[config.mk]
export PLATFORM = sky130hd
export DESIGN_NAME = log
export DESIGN_NICKNAME = d
export VERILOG_FILES = /design/src/rtl/log.sv
export SDC_FILE = /design/constraint.sdc
export NUM_CORES = 1
export LEC_CHECK = 0
export BUFFER_PORTS_ARGS = -buffer_cell sky130_fd_sc_hd__buf_2
export CAP_MARGIN = 20
export CORE_ASPECT_RATIO = 1.75
export CORE_UTILIZATION = 30
export DETAILED_ROUTE_END_ITERATION = 8
export GPL_TIMING_DRIVEN = 0
export SLEW_MARGIN = 20
export SYNTH_ARGS = -nofsm -noshare
export SYNTH_HDL_FRONTEND = slang
export SYNTH_SLANG_ARGS = --single-unit
[constraint.sdc]
create_clock -name clk -period 1.9 [get_ports clk]
set_input_delay 0.095 -clock clk [delete_from_list [all_inputs] [get_ports clk]]
set_output_delay 0.095 -clock clk [all_outputs]
set_load 0.005 [all_outputs]
[src/rtl/log.sv]
// Fixed-point log2 stage: signed sample -> signed log2 with FRAC_BW fraction bits, 3-cycle pipeline.
// Optional `LOG_FRAME_FLAGS_EN adds do_first/do_last, aligned with do_en.
module log #(
    parameter int I_BW    = 14,
    parameter int O_BW    = 14,
    parameter int FRAC_BW = 8,
    parameter int LUT_AW  = 5
) (
    input  logic                   clk,
    input  logic                   rst,
    input  logic [9:0]             in_group_idx,
    input  logic signed [I_BW-1:0] data_i,
    input  logic [6:0]             in_group_num,
    input  logic                   di_en,
    input  logic                   is_first_in,
    input  logic                   is_last_in,
    output logic signed [O_BW-1:0] data_o,
    output logic                   do_en,
    output logic [6:0]             out_group_num
`ifdef LOG_FRAME_FLAGS_EN
    ,
    output logic                   do_first,
    output logic                   do_last
`endif
);

    localparam int P_W   = $clog2(I_BW - 1);
    localparam int SH_W  = P_W + 1;
    localparam int MAN_W = I_BW - 1 + LUT_AW;

    // floor(log2(1 + k/32) * 256)
    localparam int LUT [32] = '{
          0,  11,  22,  33,  43,  53,  63,  73,  82,  91, 100, 109, 117, 125, 134, 141,
        149, 157, 164, 172, 179, 186, 193, 200, 206, 213, 219, 225, 232, 238, 244, 250
    };

    function automatic logic [FRAC_BW-1:0] lut_frac(input logic [LUT_AW-1:0] k);
        return FRAC_BW'(LUT[k]);
    endfunction

    // Nonpositive inputs saturate to the most negative code (log of zero).
    function automatic logic signed [O_BW-1:0] log_fix(input logic nonpos,
                                                       input logic [P_W-1:0] p,
                                                       input logic [FRAC_BW-1:0] frac);
        if (nonpos)
            return {1'b1, {(O_BW-1){1'b0}}};
        return signed'((O_BW'(p) << FRAC_BW) + O_BW'(frac));
    endfunction

    logic [P_W-1:0]    p_c;
    logic              nonpos_c;
    logic [SH_W-1:0]   sh_c;
    logic [LUT_AW-1:0] m_c;

    logic [I_BW-2:0]   mag_p0;
    logic [P_W-1:0]    p_p0, p_p1;
    logic              nonpos_p0, nonpos_p1;
    logic [6:0]        grp_p0, grp_p1;
    logic              vld_p0, vld_p1;
    logic [LUT_AW-1:0] m_p1;

    always_comb begin
        nonpos_c = data_i[I_BW-1] | (data_i == '0);
        p_c = '0;
        for (int i = 0; i < I_BW - 1; i++)
            if (data_i[i]) p_c = P_W'(i);
    end

    // Shifting the leading one out of the top leaves the lower bits left-aligned.
    always_comb begin
        sh_c = SH_W'(I_BW - 1) - SH_W'(p_p0);
        m_c  = LUT_AW'(({mag_p0, {LUT_AW{1'b0}}} << sh_c) >> (MAN_W - LUT_AW));
    end

    // Stage 1: register sample, leading-one position and sign flag
    always_ff @(posedge clk or negedge rst) begin
        if (!rst) begin
            vld_p0    <= 1'b0;
            mag_p0    <= '0;
            p_p0      <= '0;
            nonpos_p0 <= 1'b0;
            grp_p0    <= '0;
        end else begin
            vld_p0    <= di_en;
            mag_p0    <= data_i[I_BW-2:0];
            p_p0      <= p_c;
            nonpos_p0 <= nonpos_c;
            grp_p0    <= in_group_num;
        end
    end

    // Stage 2: mantissa extraction
    always_ff @(posedge clk or negedge rst) begin
        if (!rst) begin
            vld_p1    <= 1'b0;
            m_p1      <= '0;
            p_p1      <= '0;
            nonpos_p1 <= 1'b0;
            grp_p1    <= '0;
        end else begin
            vld_p1    <= vld_p0;
            m_p1      <= m_c;
            p_p1      <= p_p0;
            nonpos_p1 <= nonpos_p0;
            grp_p1    <= grp_p0;
        end
    end

    // Stage 3: integer part plus table fraction; outputs hold between valid samples
    always_ff @(posedge clk or negedge rst) begin
        if (!rst) begin
            do_en         <= 1'b0;
            data_o        <= '0;
            out_group_num <= '0;
        end else begin
            do_en <= vld_p1;
            if (vld_p1) begin
                data_o        <= log_fix(nonpos_p1, p_p1, lut_frac(m_p1));
                out_group_num <= grp_p1;
            end
        end
    end

`ifdef LOG_FRAME_FLAGS_EN
    logic first_p0, first_p1, last_p0, last_p1;

    always_ff @(posedge clk or negedge rst) begin
        if (!rst) begin
            first_p0 <= 1'b0;
            first_p1 <= 1'b0;
            last_p0  <= 1'b0;
            last_p1  <= 1'b0;
            do_first <= 1'b0;
            do_last  <= 1'b0;
        end else begin
            first_p0 <= is_first_in & di_en;
            last_p0  <= is_last_in & di_en;
            first_p1 <= first_p0;
            last_p1  <= last_p0;
            do_first <= first_p1 & vld_p1;
            do_last  <= last_p1 & vld_p1;
        end
    end

    logic unused_in;
    assign unused_in = ^in_group_idx;
`else
    logic unused_in;
    assign unused_in = ^{in_group_idx, is_first_in, is_last_in};
`endif

endmodule

Word level (Yosys, flattened, before mapping):

Memories as Yosys holds them, arrays and structs flattened.
Index checks and enable logic that the tools add are counted.

* flip-flop bits (word level): 66
* memories: 1
* ROM bits: 1024
* input bits: 36

Memory list
* (no name shown): depth 32, width 32, read ports 1, clocked after memory_dff 0, wr ports 0, RTL line 38 `return FRAC_BW'(LUT[k]);`

* multiplexer cells: 18
* add/sub/neg operators: 2
* reductions and logical operators: 1
* magnitude comparators: 1
* bitwise gates (word level): 2
* shift operators: 1

Operators with widths (count)
* two-way mux 14 bit: 2
* two-way mux 4 bit: 6
* left shift 18 x 5 -> 18 bit: 1
* two-way mux 8 bit: 2
* logical NOT 14 bit: 1
* adder 12 x 8 -> 13 bit: 1
* two-way mux 3 bit: 3
* >= comparator 6 bit, second input constant: 1
* NOT 5 -> 6 bit: 1
* subtractor 4 x 4 -> 5 bit, first input constant: 1
* two-way mux 2 bit: 2
* two-way mux 1 bit: 3
* OR 1 bit: 1

Longest topological paths before layout:

* depth after elaboration: 12
* gate-level depth with buffers: 8
* depth with buffers taken out: 6

Least setup slack after synthesis:

No wires, ideal clock.

* path type: register -> register
* start: reg p_p0[1]
* end: reg m_p1[3]
* arrival: 1656 ps
* clock period less this slack: 1816 ps
* path buffers: 1
* setup slack: 84 ps
* cell stages (with the launch flop): 7
* cells stage by stage: dfrtp_1 -> ha_1 -> buf_6 -> mux4_2 -> nor2b_1 -> a211oi_1 -> a211oi_1

* longest elaborated chain between the ends: 2

Ends and longest elaborated chain
* start: declaration: RTL line 56 `logic [P_W-1:0] p_p0, p_p1;`
* start signal: assignment: RTL line 86 `p_p0 <= p_c;`
* subtractor 4 x 4 -> 5 bit: RTL line 71 `sh_c = SH_W'(I_BW - 1) - SH_W'(p_p0);`
* left shift 18 x 5 -> 18 bit: RTL line 72 `m_c = LUT_AW'(({mag_p0, {LUT_AW{1'b0}}} << sh_c) >> (MAN_W - LUT_AW));`
* via m_c[3]: RTL line 53 `logic [LUT_AW-1:0] m_c;`
* end signal: assignment: RTL line 102 `m_p1 <= m_c;`
* end: declaration: RTL line 60 `logic [LUT_AW-1:0] m_p1;`

The timed path passes the listed nets, and every way through them passes these cells.
A chain may end at the register's enable or synchronous reset.

Worst setup path after layout:

* start: reg m_p1[1]
* end: reg data_o[4]

* longest elaborated chain between the ends: 6

Ends and longest elaborated chain
* NOT 5 -> 6 bit (implied by the code): RTL line 38
* memory read (32 x 32 bit)
* two-way mux 8 bit (implied by the code) (2 in series): RTL line 38
* adder 12 x 8 -> 13 bit: RTL line 47 `return signed'((O_BW'(p) << FRAC_BW) + O_BW'(frac));`
* two-way mux 14 bit: RTL line 47
* end signal: assignment: RTL line 118 `data_o <= log_fix(nonpos_p1, p_p1, lut_frac(m_p1));`
* end: declaration: RTL line 17 `output logic signed [O_BW-1:0] data_o,`

No other way between the ends. The select of a mux whose other input is x is not followed.

==> results.md <==
- Reg-to-reg slack, setup: about 80 ps
- Remaining antenna violation count: 0
- Routability cong.: approximately 0.86
- Final Cycle Share: 0.957
- Most frequent cells after synthesis: dfrtp_1 (65), inv_1 (17), nor2_1 (13)
- Congestion Overflow GR: 0
- Final setup violation count: 0
- Root buf cell: clkbuf_16
- Cell-internal power: 3020 uW
- RSZ-0062 raised after global routing: no
- Peak supply drop: 0.000618 V
- Final hold vios: 0
- Max incr delay on CP: 480 ps
- Post-synth top area share: 0.543
- Critical-path top delay cell: mux4_2
- DP HPWL: approximately 4.1 mm
- Warnings from Yosys: 0
- R2R Path Start: m_p1[1]
- Asr flop ratio synth: 1.00
- Final setup skew: 6.13 ps
- Syn avg cell area: 12.7 um^2
- Initial DRC Count: 56
- Wire length on met2: 3.34 mm
- Most common flop cell mapped by yosys: dfrtp_1
- Final nets: 368
- DR top layer: met4
- Total track usage: 0.124
- Fill count: 928
- Part of the power in the clock network: 0.411
- Switching power: approximately 1000 uW
- Reg2Reg Depth: 5
- Total CTS buffers: 9
- Number of flops mapped to enable cells by yosys: 0
- Total Routed Length: roughly 5.7 mm
- Setup_tns: 0 ps
- Crit path capture type: register
- WP buf/inv: 1
- Die span in x: ~78 um
- Vias per inst: 4.64
- WS Path Type: register to register
- Crit path depth: 5
- Cells after Synth: 236
- Critical path, cell by cell: clkinvlp_4, ha_1, mux2i_1, mux4_2, o22ai_1
- Number of diodes: 0
- Clock Latency Late Sink: 330 ps
- Type of origin of the critical path: register
- Worst r2r dst: data_o[4]
- Pwr per Cell Area: 1020 nW/um^2
- Result of the run: finished clean
- Final Util: 0.415
- CP endpoint: data_o[4]
- Vias after detailed routing: 2,077
- WP data arrival: 2060 ps
- Drt drc: 0
- Met3 Wirelength: 179 um
- H-tree levels: 3
- Pins Over Slew Limit: 0
- P_leak: 0.00178 uW
- Sw Ratio: 0.256
- Fmax: between 500 and 600 MHz
- Synth Cell Area: ~3000 um^2
- Initial Utilization: 0.313
- Critical path origin: m_p1[1]
- Top cell type by total area after synthesis: dfrtp_1
- Distinct cells, synth: 46
- Max-Slew Margin vs Limit: 0.484
- Ports: 58
- CTS tree: built
- Yosys reg bits: between 60 and 70
- Max-cap violation count: 0
- Area growth syn-to-layout: 32.9%
- First-pass DRT Iterations: 4
- Clk buf depth: 2
- Largest net degree at the start of global routing: between 60 and 70
- Wire per inst: 12.7 um
- Top-count cell post-synth: dfrtp_1
- Sequential share of power: 0.392
- Core Area: 9590 um^2
- Vias in the first global route: about 2,100
- Clock Pin Slew Worst Setup and Hold Paths: 50 ps
- Post-synthesis sequential area ratio: 0.543
- Total nets after synthesis: 283
- CTS sink cnt: 65
- Num rows: 47
- Final Critical Period: 1820 ps
- Worst-Margin Slew: 769 ps
- Top post-synthesis cells by area: dfrtp_1 (54%), mux4_2 (5.3%), ha_1 (4.6%)
- Die Span Y: 134 um
- Delay-heaviest family, CP: multiplexers
- M1 WL: between 2 and 2.5 mm
- Initial antenna violation count: 0
- Logic gate share of total power: 0.196
- Hold/Removal Path Class: register to register
- Die area: 10,400 um^2
- Crit path required time: approximately 2100 ps
- First-pass GRT wire length: 9.76 mm
- Layout cells sized above 1: 0.322
- Hold Path Stages: 0
- Critical Path Fanout Max: 8
- Port Buffers: 44
## through the flow
stage          hold slack (ps)  setup WS, ps  cells  total power, uW  area, um^2
2_1_floorplan             -201          83.9    236             2110        3000
3_3_place_gp               204          6.82    402             2330        3370
3_5_place_dp               205          8.94    402             2340        3370
4_1_cts                    347          12.3    442             4090        3930
5_1_grt                    353          17.4    448             4280        3980
6_report                   346          82.0    448             4060        3980
## per-layer routing
| layer | up-vias | GRT usage |
|---|---|---|
| li1 | 1016 | - |
| met1 | 1006 | 0.114 |
| met2 | 45 | 0.236 |
| met3 | 10 | 0.0327 |
| met4 | 0 | 0.0723 |
| met5 | - | 0 |
## power groups by stage
stage,registers (uW),clock network [uW],logic [uW]
global route,1610,1780,890
floorplan,1600,0,503
finish,1590,1670,797
global placement,1610,0,720
detailed placement,1610,0,731
CTS,1590,1720,778
## worst min path at each step
stage,startpoint,end,slack (ps)
after CTS,grp_p0[2],grp_p1[2],350
after global placement,in_group_num[1],grp_p0[1],200
after floorplan,rst,data_o[0],-200
after detailed placement,in_group_num[5],grp_p0[5],200
after global routing,grp_p0[4],grp_p1[4],350
final,grp_p0[3],grp_p1[3],350
## sequential cells by signal (all words and copies together) (netlist names)
name and count:
data_o 13, vld_p1 1, mag_p0 13, vld_p0 1, nonpos_p0 1, grp_p1 7
p_p1 4, out_group_num 7, p_p0 4, grp_p0 7, do_en 1, nonpos_p1 1
m_p1 5
## worst reg2reg max path: cells and delay by family, from the launching register on
kind,cells,cell delay [ps]
compound gates,1,120
mux,2,620
flops,1,470
buf+inv,1,160
fa+ha+maj,1,370
## what timing repair did
action | 4_1_cts | 5_1_grt
gates resized for setup | 1 | 3
hold buffers | 23 | 0
cloned | 0 | 0
pin swaps | 0 | 2
hold endpoints to repair | 90 | 0
endpoints found under the setup margin | 2 | 4
buffers inserted | 1 | 6
## placed cells by master (no fill, tap or decap), types with 8 or more instances in the layout
master and instances:
inv_1 16, dlygate4sd3_1 23, mux2_2 11, clkbuf_16 9, nor2b_1 8, buf_2 48, dfrtp_1 63, ha_1 11
o21ai_0 11, nor2_1 13, buf_4 11, a211oi_1 8
## logic make-up after synthesis
logic type	share of synthesized area
AO/OA/AOI/OAI	0.111
XOR/XNOR	0.00585
adder cells (fa/ha/maj)	0.0459
buffers and inverters	0.0559
flip-flops	0.543
multiplexers	0.149
other	0.00125
AND/OR/NAND/NOR	0.0881
## area by class of cell
| class | count | area (um^2) | share of cell area |
|---|---|---|---|
| Sequential cell | 65 | 1630 | 0.409 |
| Multi-Input combinational cell | 138 | 1210 | 0.303 |
| Timing Repair Buffer | 74 | 505 | 0.127 |
| Clock buffer | 11 | 253 | 0.0635 |
| Tap cell | 122 | 153 | 0.0383 |
| Buffer | 16 | 104 | 0.0261 |
| Inverter | 17 | 67.6 | 0.0170 |
| Clock inverter | 5 | 63.8 | 0.0160 |
(Power assumes the default switching activity.)
